$ cat config.mk
export PLATFORM = sky130hd
export DESIGN_NAME = div_seq_ctrl_flat
export DESIGN_NICKNAME = d
export VERILOG_FILES = /design/src/rtl/div_seq_if.sv /design/src/rtl/div_seq_ctrl.sv /design/src/flat_wrapper.sv
export SDC_FILE = /design/constraint.sdc
export NUM_CORES = 1
export LEC_CHECK = 0
export BUFFER_PORTS_ARGS = -buffer_cell sky130_fd_sc_hd__buf_2
export CORE_UTILIZATION = 49
export CTS_BUF_LIST = sky130_fd_sc_hd__clkbuf_4
export CTS_CLUSTER_SIZE = 16
export DETAILED_ROUTE_END_ITERATION = 12
export GPL_TIMING_DRIVEN = 0
export PLACE_DENSITY = 0.83
export SETUP_SLACK_MARGIN = 0.2
export SYNTH_ARGS = -nofsm -noshare
export SYNTH_HDL_FRONTEND = slang
export SYNTH_SLANG_ARGS = --single-unit
$ cat constraint.sdc
create_clock -name clk -period 2 [get_ports clk]
set_input_delay 0.6 -clock clk [delete_from_list [all_inputs] [get_ports clk]]
set_output_delay 0.6 -clock clk [all_outputs]
set_load 0.01 [all_outputs]
$ cat src/rtl/div_seq_if.sv
// Operand and result valid/ready bundle between the FP divide front end and div_seq_ctrl.
// master = front end (requests operands, consumes results); slave = the sequencer.
interface div_seq_if #(
    parameter int N = 26
);
    logic           in_valid;
    logic           in_ready;
    logic [2*N-1:0] in_z;
    logic [N-1:0]   in_d;
    logic           out_valid;
    logic           out_ready;
    logic [N-1:0]   out_q;
    logic [N-1:0]   out_r;
    logic           out_dbz;
    logic           out_ovf;

    modport master (
        output in_valid, in_z, in_d, out_ready,
        input  in_ready, out_valid, out_q, out_r, out_dbz, out_ovf
    );

    modport slave (
        input  in_valid, in_z, in_d, out_ready,
        output in_ready, out_valid, out_q, out_r, out_dbz, out_ovf
    );
endinterface

$ cat src/rtl/div_seq_ctrl.sv
// Sequencer for the shift-subtract mantissa divider: loads operands, counts N iterations,
// captures quotient/remainder. Optional macro DIV_ABORT_EN adds an abort input.
//
// state | meaning
// IDLE  | waiting for operands, in_ready=1
// LOAD  | dv_load_n=0 for one cycle so the divider loads dv_z/dv_d
// RUN   | divider iterating, cnt counts 0..N-1
// CAPT  | last iteration settled, capture dv_q/dv_r next edge
// DONE  | result held on out_* until out_ready
module div_seq_ctrl #(
    parameter int N = 26
) (
    input  logic           clk,
    input  logic           rst_n,
`ifdef DIV_ABORT_EN
    input  logic           abort,
`endif
    div_seq_if.slave       bus,
    output logic           busy,
    output logic           dv_load_n,
    output logic [2*N-1:0] dv_z,
    output logic [N-1:0]   dv_d,
    input  logic [N-1:0]   dv_q,
    input  logic [N-1:0]   dv_r
);
    localparam int CW = $clog2(N + 1);
    localparam logic [CW-1:0] CNT_LAST = CW'(N - 1);

    typedef enum logic [2:0] {
        ST_IDLE,
        ST_LOAD,
        ST_RUN,
        ST_CAPT,
        ST_DONE
    } state_t;

    state_t           state_q;
    logic [CW-1:0]    cnt_q;
    logic             dv_load_n_q;
    logic [2*N-1:0]   dv_z_q;
    logic [N-1:0]     dv_d_q;
    logic [N-1:0]     out_q_q;
    logic [N-1:0]     out_r_q;
    logic             out_dbz_q;
    logic             out_ovf_q;

    logic             accept_d;
    logic             dbz_d;
    logic             ovf_d;
    logic             abort_d;

    assign accept_d = bus.in_valid && (state_q == ST_IDLE);
    assign dbz_d    = (bus.in_d == '0);
    assign ovf_d    = !dbz_d && (bus.in_z[2*N-1:N] >= bus.in_d);

`ifdef DIV_ABORT_EN
    assign abort_d = abort && ((state_q == ST_LOAD) || (state_q == ST_RUN) || (state_q == ST_CAPT));
`else
    assign abort_d = 1'b0;
`endif

    always_ff @(posedge clk or negedge rst_n) begin
        if (!rst_n) begin
            state_q     <= ST_IDLE;
            cnt_q       <= '0;
            dv_load_n_q <= 1'b0;
            dv_z_q      <= '0;
            dv_d_q      <= '0;
            out_q_q     <= '0;
            out_r_q     <= '0;
            out_dbz_q   <= 1'b0;
            out_ovf_q   <= 1'b0;
        end else if (abort_d) begin
            // Output registers deliberately untouched: the previous result stays readable.
            state_q     <= ST_IDLE;
            cnt_q       <= '0;
            dv_load_n_q <= 1'b0;
        end else begin
            case (state_q)
                ST_IDLE: begin
                    if (accept_d) begin
                        dv_z_q    <= bus.in_z;
                        dv_d_q    <= bus.in_d;
                        out_ovf_q <= ovf_d;
                        out_dbz_q <= dbz_d;
                        if (dbz_d) begin
                            // Zero divisor never touches the datapath.
                            out_q_q <= '1;
                            out_r_q <= '0;
                            state_q <= ST_DONE;
                        end else begin
                            state_q <= ST_LOAD;
                        end
                    end
                end
                ST_LOAD: begin
                    state_q     <= ST_RUN;
                    dv_load_n_q <= 1'b1;
                    cnt_q       <= '0;
                end
                ST_RUN: begin
                    cnt_q <= cnt_q + 1'b1;
                    if (cnt_q == CNT_LAST) begin
                        state_q <= ST_CAPT;
                    end
                end
                ST_CAPT: begin
                    out_q_q     <= dv_q;
                    out_r_q     <= dv_r;
                    dv_load_n_q <= 1'b0;
                    state_q     <= ST_DONE;
                end
                ST_DONE: begin
                    if (bus.out_ready) begin
                        state_q <= ST_IDLE;
                    end
                end
                default: begin
                    state_q     <= ST_IDLE;
                    dv_load_n_q <= 1'b0;
                    cnt_q       <= '0;
                end
            endcase
        end
    end

    assign bus.in_ready  = (state_q == ST_IDLE);
    assign bus.out_valid = (state_q == ST_DONE);
    assign bus.out_q     = out_q_q;
    assign bus.out_r     = out_r_q;
    assign bus.out_dbz   = out_dbz_q;
    assign bus.out_ovf   = out_ovf_q;
    assign busy          = (state_q != ST_IDLE);
    assign dv_load_n     = dv_load_n_q;
    assign dv_z          = dv_z_q;
    assign dv_d          = dv_d_q;
endmodule

$ cat src/flat_wrapper.sv
// flat-port wrapper written by rule: the top's interface ports become plain ports
module div_seq_ctrl_flat 
#(
    parameter int N = 26
)
  (clk, rst_n, busy, dv_load_n, dv_z, dv_d, dv_q, dv_r, bus_in_valid, bus_in_z, bus_in_d, bus_out_ready, bus_in_ready, bus_out_valid, bus_out_q, bus_out_r, bus_out_dbz, bus_out_ovf);
  div_seq_if #(.N(N)) bus_i ();
  input  logic clk;
  input  logic rst_n;
  output logic busy;
  output logic dv_load_n;
  output logic [2*N-1:0] dv_z;
  output logic [N-1:0] dv_d;
  input  logic [N-1:0] dv_q;
  input  logic [N-1:0] dv_r;
  input wire logic [$bits(bus_i.in_valid)-1:0] bus_in_valid;
  input wire logic [$bits(bus_i.in_z)-1:0] bus_in_z;
  input wire logic [$bits(bus_i.in_d)-1:0] bus_in_d;
  input wire logic [$bits(bus_i.out_ready)-1:0] bus_out_ready;
  output wire logic [$bits(bus_i.in_ready)-1:0] bus_in_ready;
  output wire logic [$bits(bus_i.out_valid)-1:0] bus_out_valid;
  output wire logic [$bits(bus_i.out_q)-1:0] bus_out_q;
  output wire logic [$bits(bus_i.out_r)-1:0] bus_out_r;
  output wire logic [$bits(bus_i.out_dbz)-1:0] bus_out_dbz;
  output wire logic [$bits(bus_i.out_ovf)-1:0] bus_out_ovf;
  assign bus_i.in_valid = bus_in_valid;
  assign bus_i.in_z = bus_in_z;
  assign bus_i.in_d = bus_in_d;
  assign bus_i.out_ready = bus_out_ready;
  assign bus_in_ready = bus_i.in_ready;
  assign bus_out_valid = bus_i.out_valid;
  assign bus_out_q = bus_i.out_q;
  assign bus_out_r = bus_i.out_r;
  assign bus_out_dbz = bus_i.out_dbz;
  assign bus_out_ovf = bus_i.out_ovf;
  div_seq_ctrl #(.N(N)) u_core (.clk(clk), .rst_n(rst_n), .bus(bus_i), .busy(busy), .dv_load_n(dv_load_n), .dv_z(dv_z), .dv_d(dv_d), .dv_q(dv_q), .dv_r(dv_r));
endmodule
==> flow_summary.yaml <==
placement:
  place_ws_ns: -0.5274
  placed_area_um2: 7752
  dp_cells: 1130
  place.gp.congestion: 0.9117
  io_buffers: 269
  dp_hpwl_mm: 13.59
hold_path:
  hold_depth: 3
  hp-class: "primary input to flop"
  min_to: "u_core.dv_z[15]$_DFFE_PN0P_"
  hp-start: "bus_in_z[15]"
finish:
  final_util: 0.7161
  multiInputGateArea_um2: 2562
  final_area_um2: 8673
  drive_above_1_share: 0.3974
  fin_cells: 1183
  nFillCells: 925
  area_delta_synth_final_pct: 40.75
  seqCellArea_um2: 3531
  fin_nets: 1163
flow_run:
  maxCapViolCount: 0
detailed_routing:
  drt_wl_total_mm: 18.67
  ant_nets: 0
  post_drt_wl_per_cell_um: 15.78
  drt-pass1-iter-count: 5
  drc: 0
  drt-initial-drc-count: 387
  vias: 5994
  viasPerCell: 5.067
timing:
  hold_viol_final: 0
  relSlewSlack: 0.6414
  fmax_ghz: 0.4872
  finalMaxSlewViolations: 0
  post-route-min-period_ns: 2.053
  rsz0062_at_grt: "yes"
  whs_ns: 0.2391
  fin_crit_sh: 1.026
  worstMarginPinSlew_ns: 0.5380
  setup_viol: 3
  fin_worst_skew_ns: 0.01461
  fin_ws_ns: -0.05271
  tns_ns: -0.1024
synth:
  synthMuxAreaShare: 0.001624
  netlist_instances: 692
  yosysTopAreaCellShare: 0.5726
  synthesis.area_um2: 6162
  synth_area_per_cell_um2: 8.905
  synth_compound_area_frac: 0.1021
  seq_area_frac_synth: 0.5726
  synth_fa_ha_area_frac: 0.05685
  synth_area_leader_cell: "dfrtp_1"
  synth_xor_area_frac: 0.001421
  synth_simple_gate_area_frac: 0.2205
  synth_top_family_by_area: "simple AND/OR/NAND/NOR gates"
  synth_cell_types: 36
  yosys_register_bits: 141
  syn_nets: 854
  synth_area_leaders: "dfrtp_1, nand2_1, o21ai_0"
  ys_warn_count: 0
die:
  pin_count: 270
  die_h_um: 114.1
  die_w_um: 114.1
  die_area_um2: 13030
  rows: 40
  start_util: 0.5088
  coreArea_um2: 12110
global_routing:
  first_global_vias: 5639
  grt_max_degree: 85
  grt_pass1_wl_mm: 27.63
  antenna_found_initial: 1
  overflow: 0
  grtUsageTotal: 0.2804
power_and_ir_drop:
  pwr-share-seq: 0.394
  leakage_nw: 4.865
  p_switching_mw: 5.024
  p_comb_frac: 0.437
  finalPower_mw: 12.61
  peakVddDrop_mv: 0.7952
  p_sw_frac: 0.3986
  power.density_nw_per_um2: 1453
  power_frac_clock: 0.169
  internal_power_mw: 7.581
clock_network:
  cts.sink_count: 141
  clk_pin_slew_worst_paths_ns: 0.12
  clockRootBuffer: "clkbuf_4"
  cts_tree: "done"
  clock_latency_ns: 0.54
  numCtsBuffers: 17
  cts_buffer_depth: 2
  cts_htree_levels: 4
worst_setup_path:
  r2r_setup_slack_ns: 0.05
  arrival_ns: 1.45
  cp-start-kind: "flop"
  r2r_cells: 10
  slowest_stage: "dfrtp_2"
  crit_family: "flip-flops"
  worst-path-buf-inv: 2
  max_stage_delay_ns: 0.47
  crit_path_end_kind: "primary output"
  timing.rr.end: "u_core.bus.out_q[16]$_DFFE_PN0P_"
  cp_max_fo: 4
  crit_path_cell_trace: "nor3_4 -> inv_1 -> buf_2"
  timing.rr.start: "u_core.state_q[2]$_DFFE_PN0P_"
  crit_required_ns: 1.40
  worst-setup-path-type: "flop to primary output"
status:
  violations: "setup timing"
  outcome: "finished with violations"
-- flip-flops by register name, summed over array words and instances (netlist names) --
name,flops
u_core.cnt_q,5
u_core.state_q,3
u_core.bus.out_ovf,1
u_core.dv_d,26
u_core.bus.out_r,26
u_core.bus.out_q,26
u_core.bus.out_dbz,1
u_core.dv_z,52
u_core.dv_load_n,1
-- tightest hold or removal path, stage by stage --
cell,delay [ns]
buf_2,0.07
nand2_1,0.04
nand2_1,0.04
-- worst max path at each step --
stage | startpoint | end | depth (start not counted) | slack [ns]
after floorplan | bus_in_d[2] | u_core.bus.out_r[12]$_DFFE_PN0P_ | 5 | 0.24
after global placement | rst_n | u_core.bus.out_q[15]$_DFFE_PN0P_ | 1 | -1.60
after detailed placement | bus_in_d[6] | u_core.bus.out_r[18]$_DFFE_PN0P_ | 6 | -0.53
after CTS | u_core.state_q[2]$_DFFE_PN0P_ | busy | 3 | -0.11
after global routing | u_core.state_q[0]$_DFFE_PN0P_ | busy | 3 | -0.16
final | u_core.state_q[2]$_DFFE_PN0P_ | busy | 3 | -0.05
-- final cells by class --
cell class / count / share of cell area
Clock inverter: 14 / 0.02294
Inverter: 33 / 0.01428
Tap cell: 168 / 0.02424
Antenna cell: 1 / 0.0002885
Timing Repair Buffer: 290 / 0.1896
Buffer: 35 / 0.03058
Sequential cell: 141 / 0.4071
Multi-Input combinational cell: 483 / 0.2954
Clock buffer: 18 / 0.01558
-- placed cells by master, fill, tap and decap left out, types with 2 or more instances in the layout --
cell type / instances
clkbuf_2: 14
nor3_4: 3
clkinv_1: 5
a21oi_1: 13
buf_12: 3
clkbuf_16: 3
clkbuf_4: 19
clkbuf_1: 3
dfrtp_2: 2
o211ai_1: 3
nor2_1: 8
o21ai_2: 45
buf_8: 4
nor4_1: 6
nor3_1: 3
dfrtp_1: 139
a21o_1: 4
buf_6: 15
clkinv_4: 2
nand2b_1: 4
o21ai_1: 8
nand3_1: 7
buf_4: 7
o21ai_0: 36
nand4_1: 8
inv_1: 32
ha_1: 28
buf_2: 273
bufinv_16: 5
nand2_1: 290
-- synthesized netlist by cell type --
library cell	n
o21ai_0	87
o221ai_1	1
a21o_1	4
nand2b_1	4
nor4_1	6
nand2_1	291
clkbuf_2	3
nor2_1	9
o31ai_1	1
a311oi_1	1
nand3_1	7
ha_1	28
mux2i_1	1
o21a_1	1
and3_1	1
a211o_1	1
dfrtp_1	141
buf_6	1
buf_1	1
buf_2	8
a21boi_0	1
o21ai_1	2
and2_1	1
xnor2_1	1
nor2b_1	1
nand4_1	8
a211oi_1	1
nor3_1	4
o211a_1	1
a21oi_1	13
o211ai_1	3
nor3_4	2
nor3b_1	1
clkbuf_1	22
nand2_2	1
inv_1	33
-- logic make-up after synthesis --
family / Yosys count
AOI/OAI and AO/OA: 117
xor gates and xnor gates: 1
adders and majority gates: 28
buffers and inverters: 68
DFF: 141
muxes: 1
and+or+nand+nor: 336
-- timing repair --
action	in CTS	in global routing
gates resized for setup	14	180
setup endpoints to repair	105	66
buffers inserted	5	9
hold buffers	1	0
gates cloned	0	5
pin swaps	2	51
hold endpoints to repair	43	0
-- power by group through the flow --
stage,sequential [mW],clock (mW),combinational (mW)
floorplan,5.51,0,2.02
global placement,4.88,0,4.72
detailed placement,4.91,0,4.89
CTS,4.88,2.17,4.96
global route,5.10,2.28,6.09
finish,4.97,2.14,5.50
-- routing by layer --
metal | GRT usage | share of wire
met1 | 0.3238 | 0.39
met2 | 0.4897 | 0.51
met3 | 0.08364 | 0.079
met4 | 0.1091 | 0.025
met5 | 0 | 0
Power figures use the tool's default switching activity.
